### src/rtl/counter_seq_ctrl.sv
// counter_seq_ctrl: sequencing controller for a mod-(MAX_CNT+1) up-counter.
// Takes start/pause/clear commands and latches a clamped target count. The count
// advances on a prescaled tick, and a one-cycle done pulse marks the terminal count.
//
// Optional feature: define COUNTER_SEQ_CTRL_AUTO_RELOAD_EN for periodic operation.
// On the terminal tick o_done still pulses, but the count reloads to 0 and the
// controller stays in RUN, so DONE is never entered.
//
// Ports:
//   clk        system clock, rising edge
//   reset_n    asynchronous active-low reset
//   i_start    start/restart command (accepted in IDLE or DONE)
//   i_pause    level; holds counting while in RUN/PAUSE
//   i_clear    synchronous clear to IDLE (highest priority)
//   i_target   terminal count, latched (clamped to MAX_CNT) when start is accepted
//   o_cnt      current count
//   o_state    00 IDLE, 01 RUN, 10 PAUSE, 11 DONE
//   o_running  high only in RUN
//   o_done     one-clock pulse when the terminal count is reached
module counter_seq_ctrl #(
  parameter int unsigned CNT_W    = 7,
  parameter int unsigned MAX_CNT  = 99,
  parameter int unsigned PRESCALE = 1
) (
  input  logic             clk,
  input  logic             reset_n,
  input  logic             i_start,
  input  logic             i_pause,
  input  logic             i_clear,
  input  logic [CNT_W-1:0] i_target,
  output logic [CNT_W-1:0] o_cnt,
  output logic [1:0]       o_state,
  output logic             o_running,
  output logic             o_done
);

  // Keep at least one prescaler bit so PRESCALE=1 still yields a legal vector.
  localparam int unsigned PW = (PRESCALE > 1) ? $clog2(PRESCALE) : 1;
  localparam logic [PW-1:0]    PRESC_LAST = PW'(PRESCALE - 1);
  localparam logic [CNT_W-1:0] CNT_MAX    = CNT_W'(MAX_CNT);

  typedef enum logic [1:0] {
    StIdle  = 2'b00,
    StRun   = 2'b01,
    StPause = 2'b10,
    StDone  = 2'b11
  } state_e;

  state_e           state_q, state_d;
  logic [CNT_W-1:0] cnt_q, cnt_d;
  logic [CNT_W-1:0] target_q, target_d;
  logic [PW-1:0]    presc_q, presc_d;
  logic             done_q, done_d;

  logic [CNT_W-1:0] target_clamped;
  logic             tick;

  assign target_clamped = (i_target > CNT_MAX) ? CNT_MAX : i_target;
  assign tick           = (presc_q == PRESC_LAST);

  always_comb begin
    state_d  = state_q;
    cnt_d    = cnt_q;
    presc_d  = presc_q;
    target_d = target_q;
    done_d   = 1'b0;

    if (i_clear) begin
      state_d = StIdle;
      cnt_d   = '0;
      presc_d = '0;
    end else if (i_start && (state_q == StIdle || state_q == StDone)) begin
      target_d = target_clamped;
      state_d  = StRun;
      cnt_d    = '0;
      presc_d  = '0;
    end else begin
      case (state_q)
        StRun: begin
          // A pause request wins over any tick due in the same cycle.
          if (i_pause) begin
            state_d = StPause;
          end else if (tick) begin
            presc_d = '0;
            if (cnt_q == target_q) begin
              done_d = 1'b1;
`ifdef COUNTER_SEQ_CTRL_AUTO_RELOAD_EN
              cnt_d  = '0;
`else
              state_d = StDone;
`endif
            end else begin
              cnt_d = cnt_q + CNT_W'(1);
            end
          end else begin
            presc_d = presc_q + PW'(1);
          end
        end
        StPause: begin
          if (!i_pause) state_d = StRun;
        end
        default: ;
      endcase
    end
  end

  always_ff @(posedge clk or negedge reset_n) begin
    if (!reset_n) begin
      state_q  <= StIdle;
      cnt_q    <= '0;
      target_q <= '0;
      presc_q  <= '0;
      done_q   <= 1'b0;
    end else begin
      state_q  <= state_d;
      cnt_q    <= cnt_d;
      target_q <= target_d;
      presc_q  <= presc_d;
      done_q   <= done_d;
    end
  end

  assign o_cnt     = cnt_q;
  assign o_state   = state_q;
  assign o_running = (state_q == StRun);
  assign o_done    = done_q;

endmodule
### config.mk
export PLATFORM = sky130hd
export DESIGN_NAME = counter_seq_ctrl
export DESIGN_NICKNAME = d
export VERILOG_FILES = /design/src/rtl/counter_seq_ctrl.sv
export SDC_FILE = /design/constraint.sdc
export NUM_CORES = 1
export LEC_CHECK = 0
export BUFFER_PORTS_ARGS = -buffer_cell sky130_fd_sc_hd__buf_2
export CAP_MARGIN = 0
export CORE_MARGIN = 2
export CORE_UTILIZATION = 35
export DETAILED_ROUTE_END_ITERATION = 7
export PLACE_DENSITY = 0.56
export SETUP_SLACK_MARGIN = 0.5
export SLEW_MARGIN = 20
export SYNTH_ARGS = -nofsm -noshare
export SYNTH_HDL_FRONTEND = slang
export SYNTH_SLANG_ARGS = --single-unit
export TNS_END_PERCENT = 20
### constraint.sdc
create_clock -name clk -period 2.54 [get_ports clk]
set_clock_uncertainty 0.05 [all_clocks]
set_input_delay 0.254 -clock clk [delete_from_list [all_inputs] [get_ports clk]]
set_output_delay 0.254 -clock clk [all_outputs]
set_load 0.05 [all_outputs]
Word-level counts from Yosys, hierarchy flattened --
Cells that the tools add are included.
Operators by class: add/subtract/negate cells 2, multiply operators 0, div/mod/pow operators 0, $lt $le $gt $ge 1, equal/unequal tests 10, shift-type cells 0, mux-type cells 25, bitwise operators 1, reductions and logical operators 9
Operators with widths (count):
- two-way mux 7 bit | 7
- two-way mux 2 bit | 6
- two-way mux 1 bit | 11
- AND reduction 4 bit | 2
- adder 7 x 1 -> 7 bit (second input constant) | 1
- == test 7 bit | 1
- greater-than comparator 7 bit (second input constant) | 1
- inequality test 5 x 3 -> 1 bit (second input constant) | 1
- inequality test 5 x 4 -> 1 bit (second input constant) | 1
- == test 2 bit (second input constant) | 2
- inequality test 4 bit (second input constant) | 1
- one-hot mux 2 bit (2 select lines) | 1
- AND reduction 2 bit | 2
- nonzero test 4 bit | 1
- inequality test 3 x 1 -> 1 bit (second input constant) | 1
- inequality test 3 x 2 -> 1 bit (second input constant) | 1
- inequality test 3 bit (second input constant) | 1
- nonzero test 3 bit | 1
- == test 2 x 1 -> 1 bit (second input constant) | 1
- zero test 2 bit | 1
- adder 1 bit (second input constant) | 1
- logical AND 1 bit | 1
- logical OR 1 bit | 1
- NOT 1 bit | 1
Storage, ports and cells: register bits after elaboration 18, bits in latches 0, memory bits (writable) 0, ROM bits 0, input bits 12, logic and storage cells 53, memories kept 0

Longest topological paths before layout --
Gate-level depths: netlist (run 1).
word-level depth 7, gate-level depth with buffers 7, mapped depth without buffers 7

Worst setup path before layout (run 1) --
Ideal clock, no wire load.
kind register to register, start point register state_q[0], in the netlist o_state[0], end point register cnt_q[5], in the netlist o_cnt[5], library setup time 0.129 ns, arrival time 2.083 ns, data required time 2.361 ns, path slack 0.278 ns, cell stages (with the launch flop) 7, path buffers 0, period minus slack after synthesis 2.262 ns, path through dfrtp_1 > ha_1 > nor2b_1 > nand3_1 > a211oi_1 > xnor2_1 > nor2_1
Between the ends: elaborated cells between the ends (all ways) 12
RTL lines:
- start: declaration | RTL line 49 | state_e state_q, state_d;
- start signal: assignment | RTL line 109 | state_q <= StIdle;
- start signal: assignment | RTL line 115 | state_q <= state_d;
- == test 2 x 1 -> 1 bit
- via o_running | RTL line 33 | output logic o_running,
- nonzero test 3 bit (no line)
- AND reduction 4 bit (no line)
- end signal: assignment | RTL line 116 | cnt_q <= cnt_d;
- end: declaration | RTL line 50 | logic [CNT_W-1:0] cnt_q, cnt_d;
The timed path passes the listed nets, and every way through them passes these cells. A chain may end at the register's enable or synchronous reset.

Worst setup path in the final report (run 1) --
start point register cnt_q[4], in the netlist o_cnt[4], end point register state_q[1], in the netlist o_state[1]
Between the ends: cells in the longest elaborated chain, start to end 3
Ends and longest elaborated chain:
- == test 7 bit | RTL line 85 | if (cnt_q == target_q) begin
- inequality test 5 x 3 -> 1 bit (no line)
- AND reduction 4 bit (no line)
No other way between the ends.

==> results of run 1 <==
## metrics by stage
step | util, % | setup slack [ns] | hold slack (ns) | area (um2) | power (mW)
after global routing | 45.1 | 0.471 | 0.108 | 1140 | 1.14
final | 45.1 | 0.605 | 0.117 | 1140 | 1.04
after CTS | 45.0 | 0.601 | 0.108 | 1140 | 1.06
after detailed placement | 43.6 | 0.637 | 0.140 | 1100 | 0.907
after global placement | 43.6 | 0.677 | 0.147 | 1100 | 0.899
after floorplan | - | 0.474 | -0.0916 | 958 | 0.802
## layout make-up
class / count / area share, %
clock buffer: 3 / 1.98
clock inverter: 1 / 0.440
inverter: 3 / 0.989
multi-input combinational: 73 / 45.1
sequential: 17 / 37.7
tap: 30 / 3.30
timing repair buffer: 23 / 10.5
## final timing paths
| kind | slack [ns] | end | cells past startpoint | start |
|---|---|---|---|---|
| worst max-delay path | 0.61 | o_state[1] | 5 | o_cnt[4] |
| worst min-delay path | 0.12 | target_q[1] | 2 | i_target[1] |
| worst max register to register | 0.61 | o_state[1] | 5 | o_cnt[4] |
| worst min register to register | 0.49 | target_q[4] | 2 | target_q[4] |
| max in group asynchronous | 1.80 | o_state[0] | 2 | reset_n |
| min in group asynchronous | 0.35 | o_cnt[3] | 2 | reset_n |
## what timing repair did
| item | in CTS | in global routing |
|---|---|---|
| endpoints found under the hold margin | 17 | 0 |
| setup endpoints to repair | 0 | 4 |
| hold buffers | 1 | 0 |
| gates resized for setup | 0 | 1 |
## power groups by stage
| stage | clock (mW) | combinational [mW] | sequential (mW) |
|---|---|---|---|
| 6_report | 0.146 | 0.490 | 0.408 |
| 5_1_grt | 0.165 | 0.548 | 0.423 |
| 4_1_cts | 0.151 | 0.493 | 0.411 |
| 3_5_place_dp | 0 | 0.489 | 0.418 |
| 3_3_place_gp | 0 | 0.483 | 0.416 |
| 2_1_floorplan | 0 | 0.337 | 0.464 |
## per-layer routing
| metal | up-vias | wire length, um |
|---|---|---|
| met5 | - | 0 |
| li1 | 381 | - |
| met1 | 376 | 868 |
| met2 | 15 | 883 |
| met3 | 2 | 75 |
| met4 | 0 | 12 |
## cell usage in the layout (no fill, tap or decap), types with 3 or more instances in the layout
cell	n
clkbuf_4	3
nor2_1	9
o21ai_0	5
inv_1	3
nand2_1	7
ha_1	3
nand3_1	7
a21oi_1	7
dfrtp_1	14
xor2_1	7
buf_2	22
dfrtp_2	3
xnor2_1	5
## state kept, by name (all words and copies together), names as in the netlist
name and count:
o_state 2, o_cnt 7, o_done 1, target_q 7
## logic make-up (layout without fill, tap and decap cells)
kind of cell	after synthesis	after routing
XOR/XNOR	12	12
flip-flops	17	17
AO/OA/AOI/OAI	19	19
buffers and inverters	5	30
adder cells (fa/ha/maj)	4	4
AND/OR/NAND/NOR	34	34
multiplexers	4	4
## critical path, delay by kind of cell, from the launching register on
family          cells  cell delay, ns
mux                 1            0.34
simple gates        2            0.56
xor+xnor            1            0.20
compound gates      1            0.20
flops               1            0.47
==> key figures, run 1 <==
Run status
  – Status: completed

STA
  – Fmax: 517 MHz
  – RSZ-0062 raised after global routing: true
  – Slew Limit Fails: 0
  – Final Setup Violations: 0
  – Worst-Margin Slew: 0.382 ns
  – Tmin final: 1.93 ns
  – Fin crit share: roughly three quarters
  – Setup TNS: 0 ns
  – Hold Vio Cnt, Final: 0
  – Slew headroom: 74.3%

Power
  – Static Leakage: 0.540 nW
  – Internal: just under 600 uW
  – Logic pwr share: about 47%
  – Switching Share: roughly 44%
  – Sequential power share: 39.1%
  – Worst vdd ir: around 0.00046 V
  – Sw power: 462 uW
  – Clock share of power: 14.0%
  – Pwr dens: 916 mW/mm2

Worst setup path
  – Worst-path maximum fanout: 6
  – Worst Path Arrival: 2.06 ns
  – CP cell instances: xor2_1 -> nor4_4 -> nand2_2 -> a31oi_4 -> mux2_1
  – Worst Setup Path Type: register to register
  – Req. time, crit path: between 2 and 3 ns
  – Setup crit start kind: register
  – Worst path slowest cell: dfrtp_2
  – Crit. End Element: register
  – Max incr delay on CP: 0.47 ns

Logic synthesis
  – Simple-Gate Fraction of Synth Area: 18.7%
  – Primary FF master, synth: dfrtp_1
  – Mapped Area: 952 um2
  – Largest family of logic cells by synthesized area: simple AND/OR/NAND/NOR gates
  – Syn_area_per_cell: 10.0 um2
  – Count of cell types in the netlist: 26
  – Synth area leader: dfrtp_1
  – Synth area leaders: dfrtp_1 45%, xor2_1 6.4%, ha_1 5.3%
  – Post-Synth Adder-Cell Area: 5.26%
  – FF+latch count, synth: 17
  – Post-synth EDFFs: 0
  – Mux cell area share after synthesis: 4.73%
  – Sequential area share after synthesis: 44.7%
  – Async S/R FF share, synth: 100%
  – Synth Area in XOR/XNOR: 11.0%
  – Synth Net Count: 111
  – Syn. warnings: 0
  – Most frequent cell after synthesis: dfrtp_1
  – Compound-Gate Fraction of Synth Area: 13.7%
  – Mapped Cells: 95
  – Yosys top cell area share: 44.7%
  – Most instantiated cells after synthesis: 17 x dfrtp_1, 10 x nor2_1

Die
  – CORE AREA: ~0.0025 mm2
  – Starting density of the core: a little under two fifths
  – Row count: 18
  – Total I/O pin count: 23
  – Die Height: 56.2 um
  – Die X: roughly 56 um
  – Area of the die: 0.00315 mm2

Global route
  – M3 GR Usage: 2.33%
  – First-pass GRT wire length: 3310 um
  – GR Util met1: 17.9%
  – Top Usage Layer GRT: met2
  – Vias in the first global route: 725
  – GR Overflow Total: 0
  – Antenna violations before repair: 0
  – Total GRT Usage: a little over an eighth
  – Met2 Use GR: 20.8%
  – Maximum number of pins on one net before global-route repair: 18

Clock network
  – Number of setup buffers added after CTS: 0
  – CTS Buf Count: 3
  – Max H-tree Level: 1
  – Root Buffer: clkbuf_4
  – CTS tree: done
  – Clk_lat worst skew: 0.29 ns
  – Clk sink count: 17
  – CTS clk-pin slew, worst paths: 0.10 ns
  – CTS Buffer Depth: 2

Hold path
  – Type of the worst min-delay path: input port to register

Drt
  – Drt pass-1 iters: 4
  – Drt wl/cell: 12.3 um
  – Via/cell ratio: 5.16
  – Post-route antenna net violation count: 0
  – Routed WL: 1840 um
  – Residual DRC count: 0
  – Vias: 774
  – DRC violation total after the first TritonRoute iteration: 19

Finish
  – Fillers: 265
  – Net total in the final layout: 137
  – Finished Layout Cells: 150
  – Antenna diode count: 0
  – Area delta synth->final: 19.6%
  – Reg area: around 430 um2
  – Multi-input combinational cell area: 513 um2
  – Share of layout cells above drive strength 1: 31.7%

Place
  – IO buf count: 22
  – DP HPWL: 1500 um
  – Placed cell count: 145
  – GP Congestion: 0.755

Flow run
  – MaxCap Viol Count: 0
Power figures use the tool's default switching activity.
==> inputs of run 2 (changes only) <==
--- a/config.mk
+++ b/config.mk
@@ -5,12 +5,13 @@
 export SDC_FILE = /design/constraint.sdc
 export NUM_CORES = 1
 export LEC_CHECK = 0
+export ABC_AREA = 1
 export BUFFER_PORTS_ARGS = -buffer_cell sky130_fd_sc_hd__buf_2
 export CAP_MARGIN = 0
 export CORE_MARGIN = 2
 export CORE_UTILIZATION = 35
 export DETAILED_ROUTE_END_ITERATION = 7
-export PLACE_DENSITY = 0.56
+export PLACE_DENSITY = 0.57
 export SETUP_SLACK_MARGIN = 0.5
 export SLEW_MARGIN = 20
 export SYNTH_ARGS = -nofsm -noshare
==> constraint.sdc (replaced) <==
create_clock -name clk -period 1.6 [get_ports clk]
set_clock_uncertainty 0.05 [all_clocks]
set_input_delay 0.16 -clock clk [delete_from_list [all_inputs] [get_ports clk]]
set_output_delay 0.16 -clock clk [all_outputs]
set_load 0.05 [all_outputs]
==> run 2 against run 1 <==
Die area is 11% higher. Worst hold slack worse by 0.073 ns. Largest cell class unchanged. Synthesized area is 12% higher. Largest power group unchanged. Via count is 32% higher. Power is 94% higher. Critical path depth is 3 higher. Sequential share of layout area is 8.7 points lower. First-iteration DRC count is 47% higher.
==> key figures, run 2 <==
Global route
  – Antenna violations before repair: 0
  – Maximum number of pins on one net before global-route repair: 18
  – First-pass GRT wire length: 4370 um
  – GR Overflow Total: 0
  – Vias in the first global route: around 1000
  – Total GRT Usage: 16.6%

Logic synthesis
  – Synth area leaders: dfrtp_1 40%, nand2_1 13%, nand3_1 11%
  – FF+latch count, synth: 17
  – Count of cell types in the netlist: 23
  – Mapped Area: 0.00107 mm2
  – Primary FF master, synth: dfrtp_1
  – Mapped Cells: 145
  – Most frequent cell after synthesis: nand2_1
  – Async S/R FF share, synth: 100%
  – Syn. warnings: 0
  – Synth Net Count: around 160
  – Synth area leader: dfrtp_1
  – Post-synth EDFFs: 0
  – Yosys top cell area share: 39.9%
  – Most instantiated cells after synthesis: 37 x nand2_1, 24 x nand3_1, 21 x inv_1
  – Syn_area_per_cell: 7.36 um2
  – Sequential area share after synthesis: 39.9%

Drt
  – Via/cell ratio: just under 5
  – DRC violation total after the first TritonRoute iteration: 28
  – Vias: approximately 1000
  – Drt pass-1 iters: 4
  – Routed WL: 2610 um
  – Drt wl/cell: between 10 and 15 um
  – Post-route antenna net violation count: 0
  – Residual DRC count: 0

Power
  – Static Leakage: 0.761 nW
  – Worst vdd ir: 0.00102 V
  – Pwr dens: 1350 mW/mm2

Worst setup path
  – Worst Path Arrival: between 1.5 and 2 ns
  – Worst path slowest cell: dfrtp_2
  – Max incr delay on CP: between 0.4 and 0.5 ns
  – Worst Setup Path Type: register to register
  – Crit. End Element: register
  – Critical Path Most Common Cell: nand2_1
  – R2R setup slack: 0.17 ns
  – Worst-path maximum fanout: 4
  – CP cell instances: ha_4 -> nand2_4 -> nand2_4 -> nor2_4 -> a21oi_2 -> nand2_1 -> nand2_1 -> nand2_1
  – Setup crit start kind: register
  – Req. time, crit path: 1.75 ns

Finish
  – Fillers: 294
  – Commonest non-fill, non-tap cell in the layout: nand2_1
  – Share of layout cells above drive strength 1: 39.7%
  – Area delta synth->final: 40.9%
  – Commonest non-fill, non-tap cells in the layout: 34 x nand2_1, 21 x buf_2, 19 x nand3_1
  – Net total in the final layout: roughly 200
  – Fin area: 0.00150 mm2
  – Antenna diode count: 0

Die
  – Die X: 59.2 um
  – Area of the die: 0.00351 mm2
  – CORE AREA: between 0.002 and 0.003 mm2
  – Die Height: 59.2 um
  – Starting density of the core: 35.8%
  – Total I/O pin count: 23
  – Row count: 20

Clock network
  – CTS clk-pin slew, worst paths: 0.10 ns
  – Clk_lat worst skew: 0.29 ns
  – Max H-tree Level: 1
  – CTS tree: done
  – CTS Buffer Depth: 2
  – Root Buffer: clkbuf_4
  – Clk sink count: 17
  – CTS Buf Count: 3

Place
  – GP Congestion: 0.818
  – DP HPWL: 1910 um
  – IO buf count: 22
  – Placed inst area: 0.00131 mm2

STA
  – Setup TNS: 0 ns
  – Hold Vio Cnt, Final: 0
  – Tmin final: about 1.4 ns
  – Slew headroom: approximately three quarters
  – Fin crit share: between 80% and 90%
  – Slew Limit Fails: 0
  – Fmax: about 700 MHz
  – RSZ-0062 raised after global routing: true
  – Worst-Margin Slew: 0.392 ns
  – Final Setup Violations: 0

Flow run
  – MaxCap Viol Count: 0

Hold path
  – Type of the worst min-delay path: input port to register

Run status
  – Status: completed
==> run 2: cell count changes in the layout (fill, tap and decap cells not counted), sizes merged, moves of 5 or more <==
cell | previous run | this run
nand2 | 8 | 40
nand3 | 7 | 24
buf | 22 | 30
inv | 3 | 21
a21oi | 7 | 2
==> run 2: logic make-up after synthesis <==
family                   Yosys count  share of synthesized area [%]
AO/OA/AOI/OAI                     11                           6.33
XOR/XNOR                           6                           4.92
adder cells (fa/ha/maj)            4                           4.69
buffers and inverters             23                           8.21
flip-flops                        17                           39.9
AND/OR/NAND/NOR                   84                           36.0
==> run 2: path summary, 6_finish.rpt <==
check                                  from           to  depth (start not counted)
worst max-delay path             o_state[1]   o_state[0]                          8
worst min-delay path            i_target[6]  target_q[6]                          3
worst max register to register   o_state[1]   o_state[0]                          8
worst min register to register   o_state[1]   o_state[1]                          2
max in group asynchronous           reset_n     o_cnt[5]                          2
min in group asynchronous           reset_n  target_q[2]                          2
==> run 2: report_power, final <==
| part | internal (mW) | leakage [nW] | switching [mW] | total (mW) |
|---|---|---|---|---|
| Sequential | 0.547 | 0.208 | 0.0988 | 0.646 |
| Combinational | 0.458 | 0.537 | 0.691 | 1.15 |
| Clock | 0.0969 | 0.0150 | 0.136 | 0.233 |
| Total | 1.10 | 0.761 | 0.926 | 2.03 |
==> run 2: final cells by class <==
type	instances	area, um2	area share (%)
multi-input combinational	105	692	46.0
timing repair buffer	31	219	14.6
sequential	17	435	29.0
tap	33	41.3	2.75
clock buffer	4	26.3	1.75
inverter	22	90.1	5.99
==> run 2: metal layers <==
layer	vias to the layer above	wire [um]	GRT usage, %
met2	15	1360	29.7
met5	-	0	0
met4	0	0	5.84
met3	0	62	1.97
li1	531	-	-
met1	477	1190	20.2
==> run 2: critical path, delay by kind of cell, from the launching register on <==
family,cells,cell delay [ns]
AOI/OAI and AO/OA,1,0.16
DFF,1,0.46
and+or+nand+nor,6,0.38
adders and majority gates,1,0.28
==> run 2: what timing repair did <==
action / in CTS / in global routing
cloned: 0 / 0
setup endpoints to repair: 27 / 28
buffers inserted: 5 / 2
hold endpoints to repair: 17 / 0
resized for setup: 6 / 12
hold buffers: 1 / 0
pin swaps: 4 / 5
==> run 2: metrics by stage <==
step | setup WS, ns | utilization (%) | instances | hold slack (ns) | power, mW
after detailed placement | 0.109 | 43.8 | 200 | 0.0575 | 1.59
after CTS | 0.158 | 47.4 | 210 | 0.0403 | 1.98
after floorplan | 0.0199 | - | 145 | -0.186 | 1.40
after global routing | 0.0743 | 50.5 | 212 | 0.0645 | 2.19
final | 0.168 | 50.5 | 212 | 0.0436 | 2.03
after global placement | 0.149 | 43.8 | 200 | 0.0521 | 1.57
